==> config.mk <==
export PLATFORM = sky130hd
export DESIGN_NAME = pad_dig_io_bank
export DESIGN_NICKNAME = d
export VERILOG_FILES = /design/src/rtl/pad_dig_io_bank.sv
export SDC_FILE = /design/constraint.sdc
export NUM_CORES = 1
export LEC_CHECK = 0
export ABC_AREA = 1
export CORE_MARGIN = 8
export CORE_UTILIZATION = 45
export CTS_CLUSTER_DIAMETER = 100
export DETAILED_ROUTE_END_ITERATION = 10
export PLACE_DENSITY = 0.74
export SKIP_LAST_GASP = 1
export SLEW_MARGIN = 10
export SYNTH_ARGS = -nofsm -noshare
export SYNTH_HDL_FRONTEND = slang
export SYNTH_SLANG_ARGS = --single-unit
==> constraint.sdc <==
create_clock -name clk -period 3 [get_ports clk]
set_input_delay 0.45 -clock clk [delete_from_list [all_inputs] [get_ports clk]]
set_output_delay 0.45 -clock clk [all_outputs]
set_load 0.02 [all_outputs]
==> src/rtl/pad_dig_io_bank.sv <==
// -----------------------------------------------------------------------------
// pad_dig_io_bank
//
// Bank of NCH digital IO channel controllers placed between the GPIO /
// peripheral logic and the per-pin tri-state IO buffers. No inout appears
// here: the pad side uses plain buffer controls (pad_o, pad_t, pad_i).
//
// Output side (registered, one cycle of latency):
//   push-pull  : pad_o = gpio_do, pad_t = cfg_oen
//   open-drain : pad_o = 0,       pad_t = cfg_oen | gpio_do
//
// Input side, per channel:
//   pad_i -> SYNC_STAGES-deep synchroniser -> glitch filter -> gpio_di
//         -> edge pulses gpio_rise / gpio_fall
//         -> sticky irq_stat (write-1 clear, set wins) -> irq (registered OR)
//
// Ports
//   clk, rst       : bank clock, synchronous active-high reset
//   cfg_oen        : per-channel output enable, active low
//   cfg_ien        : per-channel input enable, active low
//   cfg_od_mode    : per-channel 1 = open-drain, 0 = push-pull
//   cfg_filt_en    : per-channel glitch filter enable
//   cfg_filt_len   : shared filter length L
//   gpio_do        : output data from the core
//   gpio_di        : synchronised, filtered input data
//   gpio_rise/fall : one-cycle edge pulses of gpio_di
//   irq_en_rise/fall, irq_clr : interrupt enables and write-1 clear
//   irq_stat, irq  : sticky status and its registered OR
//   pad_i          : pin value from the buffer (asynchronous to clk)
//   pad_o, pad_t   : buffer data and tri-state control (pad_t 1 = hi-Z)
// -----------------------------------------------------------------------------
module pad_dig_io_bank #(
    parameter int NCH         = 8,
    parameter int SYNC_STAGES = 2,
    parameter int FILT_W      = 4
) (
    input  logic              clk,
    input  logic              rst,
    input  logic [NCH-1:0]    cfg_oen,
    input  logic [NCH-1:0]    cfg_ien,
    input  logic [NCH-1:0]    cfg_od_mode,
    input  logic [NCH-1:0]    cfg_filt_en,
    input  logic [FILT_W-1:0] cfg_filt_len,
    input  logic [NCH-1:0]    gpio_do,
    output logic [NCH-1:0]    gpio_di,
    output logic [NCH-1:0]    gpio_rise,
    output logic [NCH-1:0]    gpio_fall,
    input  logic [NCH-1:0]    irq_en_rise,
    input  logic [NCH-1:0]    irq_en_fall,
    input  logic [NCH-1:0]    irq_clr,
    output logic [NCH-1:0]    irq_stat,
    output logic              irq,
    input  logic [NCH-1:0]    pad_i,
    output logic [NCH-1:0]    pad_o,
    output logic [NCH-1:0]    pad_t
);

    // Effective filter length minus one: a disabled filter or a zero length
    // both behave as L = 1, i.e. a mismatch is accepted on its first cycle.
    function automatic logic [FILT_W-1:0] eff_len_m1(input logic              en,
                                                     input logic [FILT_W-1:0] len);
        if (!en || (len == '0)) begin
            return '0;
        end
        return len - FILT_W'(1);
    endfunction

    // -------------------------------------------------------------------------
    // Output path
    // -------------------------------------------------------------------------
    logic [NCH-1:0] pad_o_q, pad_o_d;
    logic [NCH-1:0] pad_t_q, pad_t_d;

    always_comb begin
        // Open-drain never drives high: data is held at 0 and the enable is
        // released whenever the core wants a 1.
        pad_o_d = gpio_do & ~cfg_od_mode;
        pad_t_d = cfg_oen | (cfg_od_mode & gpio_do);
    end

    always_ff @(posedge clk) begin
        if (rst) begin
            pad_o_q <= '0;
            pad_t_q <= '1;
        end else begin
            pad_o_q <= pad_o_d;
            pad_t_q <= pad_t_d;
        end
    end

    assign pad_o = pad_o_q;
    assign pad_t = pad_t_q;

    // -------------------------------------------------------------------------
    // Synchroniser
    // -------------------------------------------------------------------------
    // sync_q carries the pin value; svld_q is a parallel chain of 1s that
    // fills behind it after enable, so the last stage of svld_q tells when
    // the synchroniser output reflects the pin again rather than the cleared
    // flops.
    logic [NCH-1:0] sync_q [SYNC_STAGES];
    logic [NCH-1:0] svld_q [SYNC_STAGES];
    logic [NCH-1:0] s;
    logic [NCH-1:0] s_vld;

    always_ff @(posedge clk) begin
        if (rst) begin
            for (int k = 0; k < SYNC_STAGES; k++) begin
                sync_q[k] <= '0;
                svld_q[k] <= '0;
            end
        end else begin
            sync_q[0] <= pad_i & ~cfg_ien;
            svld_q[0] <= ~cfg_ien;
            for (int k = 1; k < SYNC_STAGES; k++) begin
                sync_q[k] <= sync_q[k-1] & ~cfg_ien;
                svld_q[k] <= svld_q[k-1] & ~cfg_ien;
            end
        end
    end

    assign s     = sync_q[SYNC_STAGES-1];
    assign s_vld = svld_q[SYNC_STAGES-1];

    // -------------------------------------------------------------------------
    // Glitch filter, edge detection and prime handling
    // -------------------------------------------------------------------------
    logic [NCH-1:0]    di_q, di_d;
    logic [NCH-1:0]    rise_q, rise_d;
    logic [NCH-1:0]    fall_q, fall_d;
    logic [NCH-1:0]    prime_q, prime_d;
    logic [FILT_W-1:0] cnt_q [NCH];
    logic [FILT_W-1:0] cnt_d [NCH];
    logic [FILT_W-1:0] lm1;

    always_comb begin
        di_d    = di_q;
        rise_d  = '0;
        fall_d  = '0;
        prime_d = prime_q;
        lm1     = '0;
        for (int i = 0; i < NCH; i++) begin
            cnt_d[i] = cnt_q[i];
            lm1      = eff_len_m1(cfg_filt_en[i], cfg_filt_len);
            if (cfg_ien[i]) begin
                // Forced clear on disable; no pulse is produced for it.
                cnt_d[i]   = '0;
                di_d[i]    = 1'b0;
                prime_d[i] = 1'b1;
            end else if (s[i] == di_q[i]) begin
                cnt_d[i] = '0;
                // Agreement only counts once the synchroniser has refilled;
                // before that s is just the cleared flops.
                if (s_vld[i]) begin
                    prime_d[i] = 1'b0;
                end
            end else if (cnt_q[i] >= lm1) begin
                // ">=" so that shortening cfg_filt_len mid-run accepts on the
                // next mismatching cycle instead of wrapping the counter.
                cnt_d[i]   = '0;
                di_d[i]    = s[i];
                prime_d[i] = 1'b0;
                if (!prime_q[i]) begin
                    rise_d[i] =  s[i];
                    fall_d[i] = ~s[i];
                end
            end else begin
                cnt_d[i] = cnt_q[i] + FILT_W'(1);
            end
        end
    end

    always_ff @(posedge clk) begin
        if (rst) begin
            di_q    <= '0;
            rise_q  <= '0;
            fall_q  <= '0;
            prime_q <= '1;
            for (int i = 0; i < NCH; i++) begin
                cnt_q[i] <= '0;
            end
        end else begin
            di_q    <= di_d;
            rise_q  <= rise_d;
            fall_q  <= fall_d;
            prime_q <= prime_d;
            for (int i = 0; i < NCH; i++) begin
                cnt_q[i] <= cnt_d[i];
            end
        end
    end

    assign gpio_di   = di_q;
    assign gpio_rise = rise_q;
    assign gpio_fall = fall_q;

    // -------------------------------------------------------------------------
    // Interrupt status
    // -------------------------------------------------------------------------
    logic [NCH-1:0] irq_stat_q, irq_stat_d;
    logic           irq_q;

    always_comb begin
        // The set term is ORed in after the clear, so a simultaneous event
        // keeps the bit high.
        irq_stat_d = (irq_stat_q & ~irq_clr)
                   | (rise_q & irq_en_rise)
                   | (fall_q & irq_en_fall);
    end

    always_ff @(posedge clk) begin
        if (rst) begin
            irq_stat_q <= '0;
            irq_q      <= 1'b0;
        end else begin
            irq_stat_q <= irq_stat_d;
            irq_q      <= |irq_stat_q;
        end
    end

    assign irq_stat = irq_stat_q;
    assign irq      = irq_q;

endmodule

Yosys cells after proc, flatten, opt, wreduce, memory -nomap -nowiden. Memories as Yosys holds them, arrays and structs flattened. Index checks and enable logic that the tools add are counted.

Memories kept: 3. Word-level logic and storage cells: 267. RAM bits: 64. Output and inout port bits: 49. Bits in registers: 57.

Equality and inequality tests: 16. Muxes and demuxes: 87. Bitwise logic cells: 50. Reduce and logical (&&, ||, !) cells: 58. $add $sub $neg: 9. $lt $le $gt $ge: 8.

Memory list: cnt_q (depth 8, bits a word 4, read ports 8, clocked after Yosys merged registers in 0, write ports 8, line 132) `logic [FILT_W-1:0] cnt_q [NCH];`; svld_q (depth 2, bits a word 8, read ports 2, clocked after Yosys merged registers in 0, write ports 2, line 102) `logic [NCH-1:0] svld_q [SYNC_STAGES];`; sync_q (depth 2, bits a word 8, read ports 2, clocked after Yosys merged registers in 0, write ports 2, line 101) `logic [NCH-1:0] sync_q [SYNC_STAGES];`.

Operators with widths (count): $mux W4 (48); $and A8 B8 Y8 (8); $reduce_or A5 Y1 (8); $mux W1 (35); $add A4 B1 Y4 const B (8); $ge A4 B4 Y1 (8); $mux W8 (4); $reduce_and A2 Y1 (16); $not A1 Y1 (24); $not A8 Y8 (3); $or A8 B8 Y8 (3); $ne A2 B2 Y1 const B (8); $reduce_bool A2 Y1 (8); $reduce_or A2 Y1 (8); $or A1 B1 Y1 (12); $eq A1 B1 Y1 (8); $logic_not A1 Y1 (8); $logic_or A1 B1 Y1 (8); $reduce_or A8 Y1 (1); $logic_not A4 Y1 (1); $sub A4 B1 Y4 const B (1).

Longest topological paths before layout. Gate-level depths: netlist of run 1.

Depth after elaboration: 9. Gate-level depth with buffers: 15. Mapped depth without buffers: 14.

Least setup slack after synthesis of run 1. Ideal clock, no wire load.

Kind: input port to flip-flop. Start point: in cfg_filt_len[0]. End point: reg di_q[6] (netlist: gpio_di[6]). Path slack: 777 ps. Cell stages on the path: 13. Required time: 2936 ps. Arrival: 2159 ps. Library setup time: 64 ps. Cell sequence: buf_2 -> inv_1 -> ha_1 -> nand3_1 -> nand2_1 -> inv_1 -> nand2_1 -> ha_1 -> a21oi_1 -> nand3_1 -> nand2_1 -> nand2_1 -> nor2_1.

Cells in the longest elaborated chain, start to end: 6. Elaborated cells between the ends (all ways): 7.

RTL lines: start: declaration (line 43) `input logic [FILT_W-1:0] cfg_filt_len,`; parallel branches: the longest is 3 deep, another holds $sub A4 B1 Y4; $mux W4 * (line 65) `return len - FILT_W'(1);`; $ge A4 B4 Y1 * (line 157) `end else if (cnt_q[i] >= lm1) begin`; $reduce_and A2 Y1 (no line) *; end signal: assignment (line 183) `di_q <= di_d;`; end: declaration (line 128) `logic [NCH-1:0] di_q, di_d;`.

Mark *: on every way between the ends. A chain may end at the register's enable or synchronous reset.

Worst setup path in the final report of run 1. Same ends and word-level chain as after synthesis.

==> results of run 1 <==
[worst min-delay path by stage]
stage | from | cells after the start | to
finish | sync_q[0][4]$_SDFF_PP0_ | 2 | sync_q[0][12]$_SDFF_PP0_
global route | sync_q[0][1]$_SDFF_PP0_ | 2 | sync_q[0][9]$_SDFF_PP0_
CTS | sync_q[0][1]$_SDFF_PP0_ | 2 | sync_q[0][9]$_SDFF_PP0_
detailed placement | sync_q[0][1]$_SDFF_PP0_ | 2 | sync_q[0][9]$_SDFF_PP0_
global placement | sync_q[0][1]$_SDFF_PP0_ | 2 | sync_q[0][9]$_SDFF_PP0_
floorplan | svld_q[0][2]$_SDFF_PP0_ | 2 | svld_q[0][10]$_SDFF_PP0_
[tightest hold or removal path: stages, from the launching register on]
cell	delay, ns
dfxtp_1	0.29
inv_1	0.04
nor2_1	0.03
[synth_stat cells, types with 4 or more instances]
cell type,instances
nand2_1,154
inv_1,123
dfxtp_1,121
nor2_1,91
ha_1,41
nand3_1,26
a21oi_1,25
nand4_1,20
xnor2_1,16
xor2_1,10
a22oi_1,8
nor2_2,7
or2_1,6
buf_2,4
[layout make-up]
class,count,area [um^2]
sequential,121,2420
tap,143,179
multi-input combinational,414,2250
timing repair buffer,131,1300
clock buffer,19,453
clock inverter,13,151
fill,957,4100
inverter,125,469
[power by group]
group / switching [mW] / internal, mW
combinational: 0.220 / 0.202
clock: 0.695 / 1.34
sequential: 0.0167 / 1.64
total: 0.931 / 3.18
[cells by family (layout without fill, tap and decap cells)]
logic type / Yosys count / in the layout / share of synthesized area
buffers and inverters: 129 / 288 / 0.0948
AOI/OAI and AO/OA: 35 / 35 / 0.0378
adders and majority gates: 41 / 41 / 0.0994
DFF: 121 / 121 / 0.469
and+or+nand+nor: 312 / 312 / 0.255
xor gates and xnor gates: 26 / 26 / 0.0441
[per-layer routing]
| metal | global-route usage | vias to the layer above |
|---|---|---|
| li1 | - | 2351 |
| met2 | 0.288 | 118 |
| met5 | 0 | - |
| met3 | 0.0498 | 19 |
| met1 | 0.175 | 2006 |
| met4 | 0.0820 | 0 |
[cells in the final DEF (no fill, tap or decap)]
cell type / instances
xor2_1: 10
nor2b_1: 2
clkbuf_16: 17
a22oi_1: 8
clkbuf_8: 2
clkinv_4: 1
clkinv_2: 6
nand3_1: 26
nand4_1: 20
nor4_1: 2
nand2_1: 154
or2_1: 6
nor2_1: 91
ha_1: 41
dfxtp_1: 121
bufinv_16: 3
o21ai_0: 2
nor2_2: 7
clkdlybuf4s50_1: 126
clkinvlp_4: 3
inv_1: 123
nor3_1: 2
xnor2_1: 16
nor2_4: 1
nand4_2: 1
a21oi_1: 25
inv_2: 2
buf_4: 5
[per-stage QoR]
stage,utilization,worst slack (ns),area [um^2]
6_report,0.638,0.507,7220
3_5_place_dp,0.585,0.0872,6620
4_1_cts,0.638,0.525,7220
3_3_place_gp,0.585,0.255,6620
5_1_grt,0.638,0.272,7220
2_1_floorplan,-,0.777,5160
==> results by group, run 1 <==
Synthesis
  – Synth unique cells: 21
  – Post-synthesis sequential area ratio: 0.469
  – Largest area contributor in the netlist: dfxtp_1
  – Warnings from Yosys: 0
  – Net Count, Synth: 783
  – Yosys top cell area share: 0.469
  – Post-synth EDFFs: 0
  – Ys async rst share: 0
  – Main flop type after synthesis: dfxtp_1
  – Top post-synthesis cells by area: dfxtp_1 (47%), nand2_1 (11%), ha_1 (9.9%)
  – Synthesized area per cell: 7.77 um^2
  – #FFs+latches synth: 121
  – Post-synthesis cell area: 5160 um^2
  – Mapped Cells: 664

Clocking
  – Setup repair bufs after CTS: 0
  – CTS sink cnt: 121
  – Hold-fix buffers, CTS: 0
  – CTS Buf Count: 17
  – CTS root buf: clkbuf_16
  – # resized after CTS: 0
  – Worst skew pair latency: 0.41 ns
  – CTS tree: built
  – CTS max path bufs: 2
  – H-tree levels: 4
  – Clock slew seen by the registers of the worst setup and hold paths: 0.05 ns

Finish
  – Layout net count: 929
  – Max reg flops: 32
  – Regs by FF count: cnt_q: 32 flops, svld_q: 16 flops, sync_q: 16 flops
  – Reg with most FFs: cnt_q
  – Fraction of layout cells with a size suffix above 1: 0.0583
  – Area growth from synthesis to layout: 39.9%
  – Post-route insts no fill: 966
  – Diode count: 0

Power and ir drop
  – Total power draw: 4.12 mW
  – P per Cell Area: 570 nW/um^2
  – Worst IR drop on VDD: 0.000271 V
  – Leak Pwr: 3.33 nW

Timing
  – Period Utilization, post-route: 0.831
  – RSZ-0062 raised after global routing: false
  – Sum Neg Setup Slack: 0 ns
  – Max-slew headroom: 0.497
  – Worst Tran Pin Value: 0.753 ns
  – Hold Violations, Final: 0
  – Fmax: 401 MHz
  – Fin crit period: 2.49 ns
  – Final hold slack: 0.408 ns
  – Endpoints failing setup: 0
  – Final Slew Violations: 0
  – Worst clock skew: 0.00714 ns

Routing
  – DR DRC count: 0
  – Met1 WL: 5070 um
  – Routed length on met3: 940 um
  – Wire per inst: 12.6 um
  – Drt total wl: 12200 um
  – Via density per instance: 4.65
  – Vias: 4494
  – WL met2: 5970 um
  – DR iter-0 viols: 174
  – First-pass DRT Iterations: 4
  – Final ANT Viol Nets: 0
  – DR top layer: met4

Critical path
  – Critical Path Stages: 13
  – Data arrival, critical path: 2.84 ns
  – Critical path peak fanout: 8
  – Worst EP required: 3.34 ns
  – Crit end category: flop
  – Setup CP Type: primary input to flop
  – CP Launch Point: cfg_filt_len[0]
  – Startpoint types: primary input
  – Slowest CP cell: clkdlybuf4s50_1
  – Worst reg2reg setup slack: 1.56 ns
  – R2R depth: 6
  – FF-to-FF Start: cnt_q[1][11]$_SDFF_PP0_
  – Top cell by count, worst path: nand2_1
  – Slowest cell delay on critical path: 0.49 ns
  – Crit path cell chain: clkdlybuf4s50_1 -> inv_1 -> ha_1 -> nand3_1 -> nand2_1 -> inv_1 -> nand2_1 -> ha_1 -> a21oi_1 -> nand3_1 -> nand2_1 -> nand2_1 -> nor2_1
  – CP bufs+invs: 3
  – Reg2Reg Capture Point: gpio_di[6]$_SDFFE_PP0P_
  – Crit-path leading delay family: simple AND/OR/NAND/NOR gates
  – Critical Path End: gpio_di[6]$_SDFFE_PP0P_

Global route
  – GRT Util Overall: 0.164
  – Grt total ovfl: 0
  – Pin count of the biggest net entering global routing: 17
  – First-pass GRT wire length: 19700 um
  – Initial antenna violation count: 0
  – Vias in the first global route: 4419

Floorplanning
  – Ports: 127
  – Die X: 123 um
  – Die Y-Extent: 123 um
  – Die area: 15200 um^2
  – Row count: 39
  – Initial Util: 0.456
  – Core area: 11300 um^2

Hold path
  – Worst min path class: flop to flop

Place
  – Final HPWL DP: 9400 um
  – Cell total after placement: 934
  – Port bufs: 126
  – GPL Wtd Cong: 0.864

Run status
  – Outcome: finished, final reports clean

Run
  – Max-cap check violation count: 0
Note: power is estimated with default switching activity, not from simulation.
==> run 2: changes to the inputs <==
Settings changed: PLACE_DENSITY 0.74 to 0.77.
Clock period 3 ns to 2 ns, I/O delays scaled along.
==> run 2 against run 1 <==
Against the previous run: sequential share of layout area is 0.98 points lower; final cell count grew 0.72%; largest power group unchanged; hold slack worse by 0.0015 ns; global-route usage up 0.64 points; worst setup slack worse by 0.41 ns; critical endpoint is now gpio_rise[5]$_SDFF_PP0_; register-to-register slack worse by 0.92 ns; sequential power up 50%; die area unchanged.
==> results by group, run 2 (same netlist as run 1, synthesis figures left out) <==
Power and ir drop
  – Sw power: 1.42 mW (was 0.931 mW)
  – Internal power: 4.49 mW (was 3.18 mW)
  – P per Cell Area: 794 nW/um^2 (was 570 nW/um^2)
  – Leak Pwr: 3.39 nW (was 3.33 nW)
  – Net Sw Frac: 0.240 (was 0.226)
  – Comb pwr share: 0.119 (was 0.102)
  – Power share of the clock group: 0.459 (was 0.494)
  – Worst IR drop on VDD: 0.000614 V (was 0.000271 V)
  – Sequential power share: 0.422 (was 0.404)

Finish
  – Most common cell after layout, fill and taps aside: nand2_1 (unchanged)
  – Fraction of layout cells with a size suffix above 1: 0.105 (was 0.0583)
  – Fin area: 7440 um^2 (was 7220 um^2)
  – Layout net count: 938 (was 929)
  – Final core occ: 0.657 (was 0.638)
  – Area growth from synthesis to layout: 44.2% (was 39.9%)
  – Post-route insts no fill: 973 (was 966)
  – Max reg flops: 32 (unchanged)
  – Regs by FF count: cnt_q: 32 flops, svld_q: 16 flops, sync_q: 16 flops (unchanged)
  – Reg with most FFs: cnt_q (unchanged)
  – Diode count: 0 (unchanged)
  – # fillers: 912 (was 957)
  – Commonest cells after routing, fill and taps aside: nand2_1 (152), clkdlybuf4s50_1 (123), dfxtp_1 (121) (was nand2_1 (154), clkdlybuf4s50_1 (126), inv_1 (123))

Critical path
  – Worst EP required: 2.31 ns (was 3.34 ns)
  – CP Launch Point: cfg_filt_len[0] (unchanged)
  – Slowest CP cell: ha_1 (was clkdlybuf4s50_1)
  – Setup CP Type: primary input to flop (unchanged)
  – Data arrival, critical path: 2.21 ns (was 2.84 ns)
  – Crit-path leading delay family: buffers and inverters (was simple AND/OR/NAND/NOR gates)
  – Crit path cell chain: dlygate4sd2_1 -> inv_1 -> ha_4 -> buf_4 -> xor2_2 -> buf_4 -> nand2_1 -> ha_1 -> nand2_1 -> inv_1 -> nand2_1 -> nand3_2 -> buf_4 -> nand4_1 -> inv_1 (was clkdlybuf4s50_1 -> inv_1 -> ha_1 -> nand3_1 -> nand2_1 -> inv_1 -> nand2_1 -> ha_1 -> a21oi_1 -> nand3_1 -> nand2_1 -> nand2_1 -> nor2_1)
  – FF-to-FF Start: cnt_q[0][0]$_SDFF_PP0_ (was cnt_q[1][11]$_SDFF_PP0_)
  – CP bufs+invs: 7 (was 3)
  – Slowest cell delay on critical path: 0.29 ns (was 0.49 ns)
  – Critical path peak fanout: 4 (was 8)
  – Startpoint types: primary input (unchanged)
  – Crit end category: flop (unchanged)

Routing
  – Via density per instance: 4.76 (was 4.65)
  – Vias: 4629 (was 4494)
  – Final ANT Viol Nets: 0 (unchanged)
  – Wire per inst: 13.3 um (was 12.6 um)
  – DR DRC count: 0 (unchanged)
  – Drt total wl: 12900 um (was 12200 um)
  – DR iter-0 viols: 218 (was 174)
  – First-pass DRT Iterations: 4 (unchanged)

Floorplanning
  – Die Y-Extent: 123 um (unchanged)
  – Ports: 127 (unchanged)
  – Core area: 11300 um^2 (unchanged)
  – Die X: 123 um (unchanged)
  – Row count: 39 (unchanged)
  – Die area: 15200 um^2 (unchanged)
  – Initial Util: 0.456 (unchanged)

Place
  – Post-DP Area: 6720 um^2 (was 6620 um^2)
  – GPL Wtd Cong: 0.812 (was 0.864)
  – Final HPWL DP: 9810 um (was 9400 um)
  – Port bufs: 126 (unchanged)
  – Cell total after placement: 942 (was 934)

Clocking
  – Worst skew pair latency: 0.41 ns (about the same)
  – CTS Buf Count: 17 (unchanged)
  – CTS tree: built (unchanged)
  – CTS sink cnt: 121 (unchanged)
  – Clock slew seen by the registers of the worst setup and hold paths: 0.05 ns (about the same)
  – CTS max path bufs: 2 (unchanged)
  – CTS root buf: clkbuf_16 (unchanged)
  – H-tree levels: 4 (unchanged)

Timing
  – Fmax: 524 MHz
  – Worst Tran Pin Value: 0.461 ns (was 0.753 ns)
  – Max-slew headroom: 0.690 (was 0.497)
  – Hold Violations, Final: 0 (unchanged)
  – Fin crit period: 1.91 ns
  – Period Utilization, post-route: 0.953
  – Worst clock skew: 0.00616 ns (was 0.00714 ns)
  – Final Slew Violations: 0 (unchanged)
  – Endpoints failing setup: 0 (unchanged)

Hold path
  – Worst min path class: flop to flop (unchanged)
  – Min-Delay Startpoint: sync_q[0][0]$_SDFF_PP0_ (was sync_q[0][4]$_SDFF_PP0_)

Run
  – Max-cap check violation count: 0 (unchanged)

Global route
  – Pin count of the biggest net entering global routing: 19 (was 17)
  – GRT Util Overall: 0.170 (was 0.164)
  – Grt total ovfl: 0 (unchanged)
  – Vias in the first global route: 4735 (was 4419)
  – First-pass GRT wire length: 20600 um (was 19700 um)
  – Initial antenna violation count: 0 (unchanged)

Run status
  – Outcome: finished, final reports clean (unchanged)
-- run 2: worst paths after layout --
path,end,slack (ns),depth (start not counted)
hold / removal,sync_q[0][8]$_SDFF_PP0_,0.41,2
setup / recovery,gpio_rise[5]$_SDFF_PP0_,0.09,15
setup reg to reg,cnt_q[0][2]$_SDFF_PP0_,0.64,7
hold reg to reg,sync_q[0][8]$_SDFF_PP0_,0.41,2
-- run 2: power groups by stage --
| stage | logic (mW) | registers [mW] | clock network, mW |
|---|---|---|---|
| 2_1_floorplan | 0.310 | 2.57 | 0 |
| 3_3_place_gp | 0.623 | 2.54 | 0 |
| 3_5_place_dp | 0.655 | 2.54 | 0 |
| 4_1_cts | 0.677 | 2.49 | 2.77 |
| 5_1_grt | 0.783 | 2.50 | 2.90 |
| 6_report | 0.705 | 2.49 | 2.72 |
-- run 2: layout make-up --
class | count | area, um^2 | area share
clock inverters | 8 | 47.5 | 0.00639
flip-flops and latches | 121 | 2420 | 0.325
well taps | 143 | 179 | 0.0240
inverters | 125 | 469 | 0.0630
multi-input cells | 414 | 2460 | 0.331
clock buffers | 22 | 484 | 0.0651
repair buffers | 140 | 1380 | 0.185
-- run 2: what timing repair did --
item,4_1_cts,5_1_grt
setup endpoints to repair,63,64
pin swaps,4,4
hold buffers,0,0
resized for setup,15,18
setup buffers,0,1
-- run 2: layer usage --
layer  vias up  GRT usage  wire (um)
li1       2359          -          -
met1      2140      0.171       5020
met2       104      0.318       6880
met3        26     0.0498        749
met4         0     0.0783        289
met5         -          0          0
-- run 2: worst register-to-register path, stage by stage, from the launching register on --
cell and delay, ns:
dfxtp_1 0.38, inv_1 0.06, ha_1 0.29, o21ai_0 0.16, nand2_1 0.07, nand2_1 0.08, nand3_1 0.14, nor2_1 0.12
-- run 2: stage by stage --
stage | total power, mW | TNS (ns) | worst slack [ns] | hold WS, ns
2_1_floorplan | 2.88 | 0 | 0.0201 | 0.372
4_1_cts | 5.94 | 0 | 0.00595 | 0.396
3_5_place_dp | 3.20 | -30.15 | -0.593 | 0.400
5_1_grt | 6.18 | -0.0680 | -0.0275 | 0.411
3_3_place_gp | 3.16 | -25.28 | -0.465 | 0.396
6_report | 5.91 | 0 | 0.0933 | 0.406
==> run 3: changes to the inputs <==
Settings changed: CAP_MARGIN set to 20.
==> results of run 3 <==
No change in the layout: final DEF, timing and power equal those of run 2.
